==> config.mk <==
export PLATFORM = sky130hd
export DESIGN_NAME = tpu_matmul_engine
export DESIGN_NICKNAME = d
export VERILOG_FILES = /design/src/rtl/tpu_matmul_engine.sv
export SDC_FILE = /design/constraint.sdc
export NUM_CORES = 2
export LEC_CHECK = 0
export CORE_MARGIN = 2
export CORE_UTILIZATION = 30
export DETAILED_ROUTE_END_ITERATION = 8
export GPL_TIMING_DRIVEN = 0
export SLEW_MARGIN = 40
export SYNTH_ARGS = -nofsm -noshare
export SYNTH_HDL_FRONTEND = slang
export SYNTH_SLANG_ARGS = --single-unit
==> constraint.sdc <==
create_clock -name clk -period 9.9 [get_ports clk]
set_input_delay 2.475 -clock clk [delete_from_list [all_inputs] [get_ports clk]]
set_output_delay 2.475 -clock clk [all_outputs]
set_load 0.02 [all_outputs]
==> src/rtl/tpu_matmul_engine.sv <==
// N x N signed matrix-multiply engine: operand and accumulator storage, an N-cycle
// fully parallel multiply-accumulate, and a valid/ready saturated result stream.

module tpu_mac_cell #(
    parameter int DATA_WIDTH = 8,
    parameter int ACC_WIDTH  = 16
) (
    input  logic                         clk,
    input  logic                         rst_n,
    input  logic                         clear_i,
    input  logic                         en_i,
    input  logic                         restart_i,
    input  logic signed [DATA_WIDTH-1:0] a_i,
    input  logic signed [DATA_WIDTH-1:0] b_i,
    output logic        [ACC_WIDTH-1:0]  c_o
);
    logic signed [2*DATA_WIDTH-1:0] prod;
    logic signed [ACC_WIDTH-1:0]    base;
    logic signed [ACC_WIDTH-1:0]    c_q;

    assign prod = a_i * b_i;
    assign base = restart_i ? '0 : c_q;
    assign c_o  = c_q;

    // Sign-extended product; the sum simply wraps at ACC_WIDTH bits.
    always_ff @(posedge clk or negedge rst_n) begin
        if (!rst_n)       c_q <= '0;
        else if (clear_i) c_q <= '0;
        else if (en_i)    c_q <= base + ACC_WIDTH'(prod);
    end
endmodule

module tpu_matmul_engine #(
    parameter  int N          = 4,
    parameter  int DATA_WIDTH = 8,
    parameter  int ACC_WIDTH  = 16,
    parameter  int OUT_WIDTH  = 8,
    localparam int IDX_W      = $clog2(N)
) (
    input  logic                  clk,
    input  logic                  rst_n,
    input  logic                  cmd_valid,
    output logic                  cmd_ready,
    input  logic [2:0]            cmd_op,
    input  logic [IDX_W-1:0]      cmd_row,
    input  logic [IDX_W-1:0]      cmd_col,
    input  logic [DATA_WIDTH-1:0] cmd_data,
    output logic                  busy,
    output logic                  done,
    output logic                  res_valid,
    input  logic                  res_ready,
    output logic [OUT_WIDTH-1:0]  res_data,
    output logic                  res_last
);
    localparam logic [2:0] OP_LOAD_A = 3'b001, OP_LOAD_B = 3'b010, OP_MATMUL = 3'b011,
                           OP_MACC   = 3'b100, OP_READ   = 3'b101, OP_STREAM = 3'b110,
                           OP_CLEAR  = 3'b111;
    localparam logic [IDX_W:0]   NUM   = (IDX_W+1)'(N);
    localparam logic [IDX_W-1:0] LASTI = IDX_W'(N-1);
    localparam logic signed [ACC_WIDTH-1:0] SAT_MAX =
        {{(ACC_WIDTH-OUT_WIDTH+1){1'b0}}, {(OUT_WIDTH-1){1'b1}}};
    localparam logic signed [ACC_WIDTH-1:0] SAT_MIN = ~SAT_MAX;

    typedef enum logic [1:0] {IDLE, COMPUTE, OUT} state_t;

    state_t state_q, state_d;
    logic [N-1:0][N-1:0][DATA_WIDTH-1:0] a_q, a_d, b_q, b_d;
    logic [N-1:0][N-1:0][ACC_WIDTH-1:0]  c_w;
    logic [IDX_W-1:0] k_q, k_d, row_q, row_d, col_q, col_d;
    logic acc_q, acc_d, single_q, single_d, oor_q, oor_d, done_q, done_d, live_q;
    logic accept, in_range, mac_en, mac_restart, clear_c;
    logic signed [ACC_WIDTH-1:0] c_sel;
    logic [OUT_WIDTH-1:0] sat_val;

    // live_q keeps cmd_ready low until the first edge after reset release.
    assign cmd_ready   = live_q && (state_q == IDLE);
    assign accept      = cmd_valid && cmd_ready;
    assign in_range    = ({1'b0, cmd_row} < NUM) && ({1'b0, cmd_col} < NUM);
    assign mac_en      = (state_q == COMPUTE);
    assign mac_restart = (k_q == '0) && !acc_q;
    assign clear_c     = accept && (cmd_op == OP_CLEAR);
    assign busy        = (state_q != IDLE);
    assign done        = done_q;
    assign res_valid   = (state_q == OUT);
    assign res_last    = res_valid && (single_q || (row_q == LASTI && col_q == LASTI));
    assign res_data    = (res_valid && !oor_q) ? sat_val : '0;

    for (genvar i = 0; i < N; i++) begin : g_row
        for (genvar j = 0; j < N; j++) begin : g_col
            tpu_mac_cell #(.DATA_WIDTH(DATA_WIDTH), .ACC_WIDTH(ACC_WIDTH)) u_cell (
                .clk       (clk),
                .rst_n     (rst_n),
                .clear_i   (clear_c),
                .en_i      (mac_en),
                .restart_i (mac_restart),
                .a_i       (a_q[i][k_q]),
                .b_i       (b_q[k_q][j]),
                .c_o       (c_w[i][j])
            );
        end
    end

    always_comb begin
        c_sel = c_w[row_q][col_q];
        if (c_sel > SAT_MAX)      sat_val = SAT_MAX[OUT_WIDTH-1:0];
        else if (c_sel < SAT_MIN) sat_val = SAT_MIN[OUT_WIDTH-1:0];
        else                      sat_val = c_sel[OUT_WIDTH-1:0];
    end

    always_comb begin
        state_d  = state_q;
        a_d      = a_q;
        b_d      = b_q;
        k_d      = k_q;
        acc_d    = acc_q;
        row_d    = row_q;
        col_d    = col_q;
        single_d = single_q;
        oor_d    = oor_q;
        done_d   = 1'b0;
        case (state_q)
            IDLE: if (accept) begin
                case (cmd_op)
                    OP_LOAD_A: if (in_range) a_d[cmd_row][cmd_col] = cmd_data;
                    OP_LOAD_B: if (in_range) b_d[cmd_row][cmd_col] = cmd_data;
                    OP_MATMUL, OP_MACC: begin
                        state_d = COMPUTE;
                        k_d     = '0;
                        acc_d   = (cmd_op == OP_MACC);
                    end
                    OP_READ: begin
                        // An out-of-range read parks on (0,0) and forces a zero result.
                        state_d  = OUT;
                        single_d = 1'b1;
                        oor_d    = !in_range;
                        row_d    = in_range ? cmd_row : '0;
                        col_d    = in_range ? cmd_col : '0;
                    end
                    OP_STREAM: begin
                        state_d  = OUT;
                        single_d = 1'b0;
                        oor_d    = 1'b0;
                        row_d    = '0;
                        col_d    = '0;
                    end
                    default: ;
                endcase
            end
            COMPUTE: begin
                k_d = k_q + 1'b1;
                if (k_q == LASTI) begin
                    state_d = IDLE;
                    done_d  = 1'b1;
                end
            end
            OUT: if (res_ready) begin
                if (res_last) begin
                    state_d = IDLE;
                end else if (col_q == LASTI) begin
                    col_d = '0;
                    row_d = row_q + 1'b1;
                end else begin
                    col_d = col_q + 1'b1;
                end
            end
            default: state_d = IDLE;
        endcase
    end

    always_ff @(posedge clk or negedge rst_n) begin
        if (!rst_n) begin
            state_q  <= IDLE;
            a_q      <= '0;
            b_q      <= '0;
            k_q      <= '0;
            acc_q    <= 1'b0;
            row_q    <= '0;
            col_q    <= '0;
            single_q <= 1'b0;
            oor_q    <= 1'b0;
            done_q   <= 1'b0;
            live_q   <= 1'b0;
        end else begin
            state_q  <= state_d;
            a_q      <= a_d;
            b_q      <= b_d;
            k_q      <= k_d;
            acc_q    <= acc_d;
            row_q    <= row_d;
            col_q    <= col_d;
            single_q <= single_d;
            oor_q    <= oor_d;
            done_q   <= done_d;
            live_q   <= 1'b1;
        end
    end
endmodule

# Yosys cells after proc, flatten, opt, wreduce, memory -nomap -nowiden
# Cells that the tools add are included.
[word_totals] reg_bits=524 word_cells=243 output_inout_bits=13
[op_classes] addsub=19 reduce_logical=27 n_eq_ne=21 mul=16 n_mux=95 n_lt_le_gt_ge=9
[ops] cell="16-bit 2-to-1 mux" n=49
[ops] cell="16-bit adder" n=16
[ops] cell="128-bit bitwise mux" n=2
[ops] cell="8-bit by 8-bit multiplier with 16-bit output" n=16
[ops] cell="64-bit binary-select mux with 2-bit select" n=1
[ops] cell="32-bit binary-select mux with 2-bit select" n=1
[ops] cell="8-bit binary-select mux with 2-bit select" n=4
[ops] cell="32-bit demux with 2-bit select" n=1
[ops] cell="32-bit 2-to-1 mux" n=2
[ops] cell="64-bit 2-to-1 mux" n=1
[ops] cell="8-bit 2-to-1 mux" n=8
[ops] cell="16-bit binary-select mux with 2-bit select" n=1
[ops] cell="2-bit 2-to-1 mux" n=14
[ops] cell="2-bit one-hot mux with 2 select lines" n=6
[ops] cell="8-bit demux with 2-bit select" n=1
[ops] cell="16-bit by 8-bit greater-than comparator with 1-bit output (second input constant)" n=1
[ops] cell="16-bit by 8-bit less-than comparator with 1-bit output (second input constant)" n=1
[ops] cell="2-bit by 3-bit less-than comparator with 1-bit output (second input constant)" n=5
[ops] cell="3-bit AND reduction" n=5
[ops] cell="3-bit == test (second input constant)" n=4
[ops] cell="5-bit AND reduction" n=2
[ops] cell="2-bit nonzero test" n=5
[ops] cell="2-bit == test (second input constant)" n=4
[ops] cell="1-bit logical AND" n=8
[ops] cell="17 further kinds" n=29

# Depth between registers and ports, before layout
[depth] ltp_word=8 mapped_depth=30 ltp_nobuf=23

# Hierarchy
# From an unflattened synthesis, not the netlist that was laid out.
[unflattened] cells_unflattened=6914 area_unflattened_um2=72443.2
[by_module_without_submodules] mod="tpu_mac_cell (g_row[1].g_col[1].u_cell ...)" cells_each=375 n_inst=9 area_each_um2=3656.0 seq_area_each_um2=400.4
[by_module_without_submodules] mod="tpu_matmul_engine" cells_each=893 n_inst=1 area_each_um2=13853.3 seq_area_each_um2=6706.4
[by_module_without_submodules] mod="tpu_mac_cell (g_row[0].g_col[0].u_cell ...)" cells_each=379 n_inst=3 area_each_um2=3676.0 seq_area_each_um2=400.4
[by_module_without_submodules] mod="tpu_mac_cell (g_row[3].g_col[1].u_cell ...)" cells_each=376 n_inst=2 area_each_um2=3656.0 seq_area_each_um2=400.4
[by_module_without_submodules] mod="tpu_mac_cell (g_row[0].g_col[1].u_cell)" cells_each=378 n_inst=1 area_each_um2=3676.0 seq_area_each_um2=400.4
[by_module_without_submodules] mod="tpu_mac_cell (g_row[1].g_col[0].u_cell)" cells_each=379 n_inst=1 area_each_um2=3669.8 seq_area_each_um2=400.4

# Worst setup path after synthesis
# No wires, ideal clock.
[synth_timing] kind="reg-to-reg" from="register k_q[0]" to="register g_row[0].g_col[0].u_cell.c_q[14]" path_slack_ns=2.723 stages_incl_launch_ff=28 arrival_time_ns=7.056 n_path_buf=8 path_cell_list="dfrtp_1 buf_4 buf_4 buf_2 buf_2 inv_1 ha_1 nand2b_1 clkbuf_1 clkbuf_1 clkbuf_1 clkbuf_1 nand2_1 fa_1 inv_1 fa_1 inv_1 fa_1 inv_1 fa_1 fa_1 ha_1 o21ai_0 a21boi_0 o21ai_0 a211oi_1 or4_1 a32o_1"
[synth_between] elab_chain_len=6 word_cells_on_any_way=11
[synth_lines] element="from (decl)" line="69" rtl="logic [IDX_W-1:0] k_q, k_d, row_q, row_d, col_q, col_d;"
[synth_lines] element="from (signal assigned)" line="187" rtl="k_q <= k_d;"
[synth_lines] element="8-bit binary-select mux with 2-bit select, or another cell as far along" line="96" rtl=".a_i (a_q[i][k_q]),"
[synth_lines] element="8-bit 2-to-1 mux (not written as such), or another cell as far along" line="96"
[synth_lines] element="8-bit by 8-bit multiplier with 16-bit output / 16-bit 2-to-1 mux (equally long branches)" line="21, 22"
[synth_lines] element="16-bit adder *" line="29" rtl="else if (en_i) c_q <= base + ACC_WIDTH'(prod);"
[synth_lines] element="16-bit 2-to-1 mux *" line="29"
[synth_lines] element="16-bit 2-to-1 mux *" line="28" rtl="else if (clear_i) c_q <= '0;"
[synth_lines] element="to (signal assigned)" line="29"
[synth_lines] element="to (decl)" line="19" rtl="logic signed [ACC_WIDTH-1:0] c_q;"
# Mark *: on every way between the ends. The rest lies on a longest branch, timed or not. The select of a mux whose other input is x is not followed.
# A chain may end at the register's enable or synchronous reset.

# Worst setup path in the final report
[layout_timing] from="register k_q[0]" to="register g_row[2].g_col[1].u_cell.c_q[14]"
[layout_between] elab_chain_len=6 word_cells_on_any_way=11
[layout_lines] element="8-bit binary-select mux with 2-bit select, or another cell as far along" line="96"
[layout_lines] element="8-bit 2-to-1 mux (not written as such), or another cell as far along" line="96"
[layout_lines] element="8-bit by 8-bit multiplier with 16-bit output / 16-bit 2-to-1 mux (equally long branches)" line="21, 22"
[layout_lines] element="16-bit adder *" line="29"
[layout_lines] element="16-bit 2-to-1 mux *" line="29"
[layout_lines] element="16-bit 2-to-1 mux *" line="28"
[layout_lines] element="to (signal assigned)" line="29"
[layout_lines] element="to (decl)" line="19"
# Marks and branches as above.

==> implementation parameters <==
Parameter                              Value

CTS
  TritonCTS Sinks    524
  Clock root buffer master    clkbuf_16
  CTS tree    yes
  Clk_lat worst skew    0.76 ns
  Total number of H-tree levels    3
  Clock-pin transition on the worst setup and hold timing paths    0.06 ns
  Number of buffers created by CTS    75
  Number of buffers inserted by hold repair at cts    0
  Clock buffer depth    3

Logic synthesis
  Post-Syn Instances    7049
  Syn Nets    8800
  Number of flip-flops and latches in the synthesized netlist    524
  Yosys warning count    0
  Netlist Area Pre-Place    0.0702 mm²
  Share of synthesized area occupied by flip-flops and latches    18.7%
  Yosys top cell area share    32.4%
  Async set-or-reset flop fraction in the synthesized netlist    100%
  Dominant synthesized flop cell    dfrtp_1
  Number of synthesized flops with an enable pin    0
  Count of distinct cell types in the synthesized netlist    62
  Leading post-synthesis cells by instance count    fa_1, inv_1, nand2_1
  Leading post-synthesis cells by cell area    fa_1, dfrtp_1, ha_1
  Mean area per synthesized cell    9.95 µm²
  Most frequent cell after synthesis    fa_1
  Cell taking the most area after synthesis    fa_1

Setup path
  Count of cells along the worst register-to-register path    28
  Worst endpoint data arrival time    10.27 ns
  Setup CP Type    flop to flop
  Worst reg-to-reg setup slack    0.24 ns
  Slowest cell on the critical path    fa_1
  Endpoint of the worst register-to-register path    g_row[2].g_col[1].u_cell.c_o[14]
  Worst Path Required    10.51 ns
  Buffering stage count on the worst path with inverters included    13
  Slowest stage delay, CP    0.66 ns
  Crit Path Max Fanout    19
  Kind of capture point of the worst setup path    flop
  Startpoint Class    flop
  Beginning of the worst register-to-register path    k_q[0]
  CP top delay family    adder cells

Timing
  Maximum frequency from static timing analysis    104 MHz
  Slew headroom    31.7%
  Min cycle time layout    9.66 ns
  Pin slew with the least headroom to its limit    1.02 ns
  Hold violation total from the final report    0
  Number of setup violations in the final report    0
  Final count of pins violating max slew    0
  Setup clock skew after layout    0.0678 ns
  Setup total negative slack    0 ns
  Setup repair after global routing missed its margin    no
  Final clock period utilization by the worst path    97.5%
  Final worst hold slack    0.501 ns

Layout
  Total number of nets in the final design    8947
  Area occupied by registers    0.0131 mm²
  Layout Area Growth over Synthesis    11.7%
  Proportion of layout cells with a drive suffix above 1    11.9%
  Fillers    23800
  Area taken by multi-input logic gates    0.0518 mm²

Status
  Status    finished clean

Die
  Count of boundary I/O pins    32
  Die height    488 µm
  Die Span X    488 µm
  Die Footprint    0.238 mm²
  Core area    0.233 mm²
  Initial standard-cell utilization of the core    30.2%
  Row Count    177

Drt
  DR vias    55300
  Via density per instance    5.36
  Post-route antenna net violation count    0
  DRT iter0 DRCs    6019
  Router iterations before antenna repair    7
  Average routed wire per standard cell    27.9 µm
  Final routed DRC violation total    0
  Routed wire length    287000 µm

Pwr
  Maximum VDD drop    0.234 mV
  Pwr per Cell Area    372 mW/mm²
  Overall power    29.2 mW
  Leakage    39.3 nW

Placed design
  Routability cong.    1.06
  DPL Wire Length    230000 µm
  # port buffers    27

Hold path
  Start point of the worst hold path    b_q[65]
  Worst Hold Endpoint    b_q[65]
  Worst Hold Path Cells    1
  Worst min path class    flop to flop

GRT
  Largest net degree at the start of global routing    77
  GR Util All Layers    24.5%
  GR Overflow Total    0
  Wire length of the first global-routing pass    415000 µm
  Number of global-route vias before repair    56600
  Antenna violations before repair    22

Job
  Max-cap violation count    0
## cell usage in the layout (no fill, tap or decap), types with 37 or more instances in the layout
cell / synthesis / layout
a32o_1: 40 / 40
mux2_2: 309 / 309
a22o_1: 83 / 83
buf_2: 40 / 47
o21ai_0: 224 / 209
nor3_1: 39 / 39
inv_1: 1116 / 1116
dfrtp_1: 524 / 524
mux2i_1: 77 / 77
and2_1: 177 / 177
nor2b_1: 47 / 47
o31ai_1: 40 / 40
nand2b_1: 53 / 52
mux4_2: 72 / 72
a21o_1: 37 / 37
clkbuf_1: 272 / 132
nor2_1: 667 / 663
xnor2_1: 202 / 202
nand3_1: 63 / 63
or3_1: 47 / 47
clkbuf_16: 0 / 75
a21oi_1: 58 / 58
clkbuf_2: 0 / 149
xor2_1: 78 / 78
ha_1: 596 / 596
nand2_1: 773 / 773
fa_1: 1136 / 1136
## worst max path at each step
stage / slack (ns) / start / to / cells after the start
floorplan: 2.72 / k_q[0] / g_row[0].g_col[0].u_cell.c_o[14] / 27
global placement: -19.51 / rst_n / g_row[1].g_col[0].u_cell.c_o[5] / 1
detailed placement: -0.77 / k_q[0] / g_row[2].g_col[1].u_cell.c_o[15] / 29
CTS: 0.20 / k_q[0] / g_row[2].g_col[3].u_cell.c_o[14] / 29
global route: 0.15 / k_q[0] / g_row[2].g_col[1].u_cell.c_o[14] / 28
finish: 0.24 / k_q[0] / g_row[2].g_col[1].u_cell.c_o[14] / 28
## metal layers
layer | vias to the layer above | share of wire (%) | GRT usage [%]
li1 | 22600 | - | -
met1 | 28400 | 38 | 31.7
met2 | 3479 | 41 | 35.0
met3 | 816 | 13 | 7.90
met4 | 14 | 8.1 | 15.7
met5 | - | 0.035 | 0
## power by group
group          internal (mW)  switching, mW  leakage, nW
Sequential              2.68          0.767         7.00
Clock                   1.77           1.26         1.30
Combinational           8.55           14.1         31.0
Total                   13.0           16.2         39.3
## what timing repair did
action,4_1_cts,5_1_grt
setup endpoints to repair,67,3
setup buffers,0,0
resized for setup,7,0
## registers in the layout, summed over array words and instances, names as in the netlist
signal / cells
g_row.g_col.u_cell.c_o: 256
a_q: 128
b_q: 128
col_q: 2
k_q: 2
row_q: 2
state_q: 2
acc_q: 1
done: 1
live_q: 1
single_q: 1
## kinds of logic after synthesis
logic type,count (synthesis),synth area share [%]
flip-flops,524,18.7
XOR/XNOR,280,3.50
AND/OR/NAND/NOR,1935,12.1
AO/OA/AOI/OAI,664,6.38
adder cells (fa/ha/maj),1732,43.0
buffers and inverters,1455,7.94
multiplexers,458,8.37
other,1,0.00534
## layout make-up
class	count	share of cell area [%]
buffer	335	2.00
tap	3043	4.86
timing repair buffer	72	1.49
inverter	1118	5.35
antenna	20	0.0639
clock inverter	38	0.803
clock buffer	96	2.65
sequential	524	16.7
multi-input combinational	5070	66.1
## stage by stage
stage               area [µm²]  std cells  worst slack, ns  utilization (%)
floorplan                70200       7049             2.72                -
global placement         74200      10100           -19.51             31.9
detailed placement       75600      10200           -0.767             32.5
CTS                      78300      10300            0.205             33.7
global route             78300      10300            0.149             33.7
finish                   78400      10300            0.243             33.7
Power figures use the tool's default switching activity.
==> RTL edit, RTL diff (same settings) <==
The parameter `N` goes from 4 to 2.
--- a/src/rtl/tpu_matmul_engine.sv
+++ b/src/rtl/tpu_matmul_engine.sv
@@ -31,7 +31,7 @@
 endmodule
 
 module tpu_matmul_engine #(
-    parameter  int N          = 4,
+    parameter  int N          = 2,
     parameter  int DATA_WIDTH = 8,
     parameter  int ACC_WIDTH  = 16,
     parameter  int OUT_WIDTH  = 8,
Ports: changed (resized cmd_col and cmd_row); port bits go from 32 to 30. The function was not compared with the original's and may differ.
==> RTL edit against the original RTL <==
Wire length shrank 82%; synthesized area shrank 75%; sequential cell count shrank 387; non-clock buffer count shrank 327; sequential power shrank 75%; worst setup slack gained 2.6 ns; design area shrank 75%; synthesized cell count shrank 75%; die area shrank 74%; power shrank 83%; largest cell class unchanged.
==> RTL edit: results <==
placement:
  pre_cts_ws_ns: 2.985
  routabilityCongestion: 0.9021
  place_inst: 2551
  io_buffers: 25
  hpwl_mm: 40.70
clock_tree:
  cts_inserted_buffers: 17
  root_buffer: "clkbuf_16"
  ctsResizeCount: 0
  clk_latency_ns: 0.48
  cts_max_level: 4
  path_clk_slew_ns: 0.06
  cts.path.max_buffers: 2
setup_path:
  r2r-start: "k_q"
  crit_arrival_ns: 7.37
  cp_max_fo: 10
grt:
  grt.total_usage_pct: 18.16
  grt_pass1_vias: 13590
  grt_pass1_wl_mm: 82.49
  grt_max_degree: 68
  antenna_found_initial: 3
detailed_routing:
  drt-initial-drc-count: 1128
  dr.pass1.iters: 5
  via_per_inst: 5.070
  wire_per_inst_microns: 20.46
synthesis:
  syn_inst: 1750
  synth_nets: 2199
  synthTopCellsByArea: "fa_1 32%, dfrtp_1 19%, ha_1 10%"
  synthArstFlopShare_pct: 100.0
  ys.flop_type: "dfrtp_1"
  ys_types: 59
  synthTopCellsByCount: "284 x fa_1, 273 x inv_1, 183 x nor2_1"
  ys_seq_area_share_pct: 19.26
power:
  irDropWorstVdd_v: 0.0001438
  power_leakage_uw: 0.009792
sta:
  skew_ns: 0.01536
  tightest_slew_ns: 0.9223
finish:
  layoutNonFillerInstCount: 2584
  fillCellCount: 5936
  drive_above_1_share_pct: 11.49
  largest_reg_flops: 64
min_path:
  hold_start: "acc_q"
status:
  status: "finished, final reports clean"
[RTL edit: cell count changes after synthesis, sizes merged, moves of 387 or more]
cell | before | now
ha | 596 | 148
inv | 1118 | 273
fa | 1136 | 284
dfrtp | 524 | 137
nor2 | 679 | 184
nand2 | 774 | 174
[RTL edit: cells by family (layout without fill, tap and decap cells)]
| logic type | after synthesis | count (layout) | share of synthesized area (%) |
|---|---|---|---|
| and+or+nand+nor | 478 | 478 | 12.12 |
| adders and majority gates | 432 | 432 | 42.35 |
| buffers and inverters | 325 | 385 | 6.918 |
| AOI/OAI and AO/OA | 176 | 176 | 6.736 |
| DFF | 137 | 137 | 19.26 |
| muxes | 135 | 135 | 9.337 |
| xor gates and xnor gates | 66 | 66 | 3.248 |
| other | 1 | 2 | 0.02107 |
[RTL edit: area by class of cell]
class | instances | area share (%)
sequential | 137 | 17.30
timing repair buffer | 28 | 1.623
multi-input combinational | 1288 | 67.01
antenna | 1 | 0.01263
buffer | 52 | 1.092
clock inverter | 14 | 0.6945
inverter | 273 | 5.171
tap | 773 | 4.881
clock buffer | 18 | 2.216
[RTL edit: layer usage]
layer / track usage, % / up-vias / part of all wire, %
met5: 0 / - / 0
li1: - / 5705 / -
met1: 23.89 / 6759 / 41
met4: 8.489 / 0 / 4.9
met3: 4.520 / 109 / 8.5
met2: 28.09 / 529 / 46
[RTL edit: through the flow]
step | area [sq um] | util (%)
3_3_place_gp | 19010 | 32.34
4_1_cts | 19800 | 33.67
6_report | 19820 | 33.70
3_5_place_dp | 19220 | 32.69
5_1_grt | 19810 | 33.70
2_1_floorplan | 17800 | -
[RTL edit: where the power goes]
part / total, uW / internal (uW) / switching (uW)
Clock: 662 / 358 / 304
Sequential: 879 / 717 / 162
Combinational: 3490 / 1420 / 2070
[RTL edit: worst max-delay path: stages, from the launching register on]
cell and delay [ns]:
dfrtp_1 0.32, clkbuf_1 0.18, buf_1 0.66, mux2_2 0.58, clkbuf_1 0.60, nand2_1 0.14, fa_1 0.52, inv_1 0.05
fa_1 0.50, inv_1 0.06, fa_1 0.52, inv_1 0.05, fa_1 0.43, ha_1 0.29, ha_1 0.23, a211oi_1 0.57
o211ai_1 0.27, a311oi_1 0.45, o31ai_1 0.15, xnor2_1 0.23, o21ai_0 0.11
[RTL edit: worst paths after layout]
| kind | to | slack (ns) | depth (start not counted) |
|---|---|---|---|
| max | g_row[0].g_col[0].u_cell.c_o[15] | 2.85 | 20 |
| min | acc_q | 0.49 | 2 |
| min in group asynchronous | g_row[1].g_col[0].u_cell.c_o[1] | 1.86 | 1 |
| max in group asynchronous | a_q[6] | 7.09 | 3 |
| min reg2reg | acc_q | 0.49 | 2 |
| max reg2reg | g_row[0].g_col[0].u_cell.c_o[15] | 2.85 | 20 |
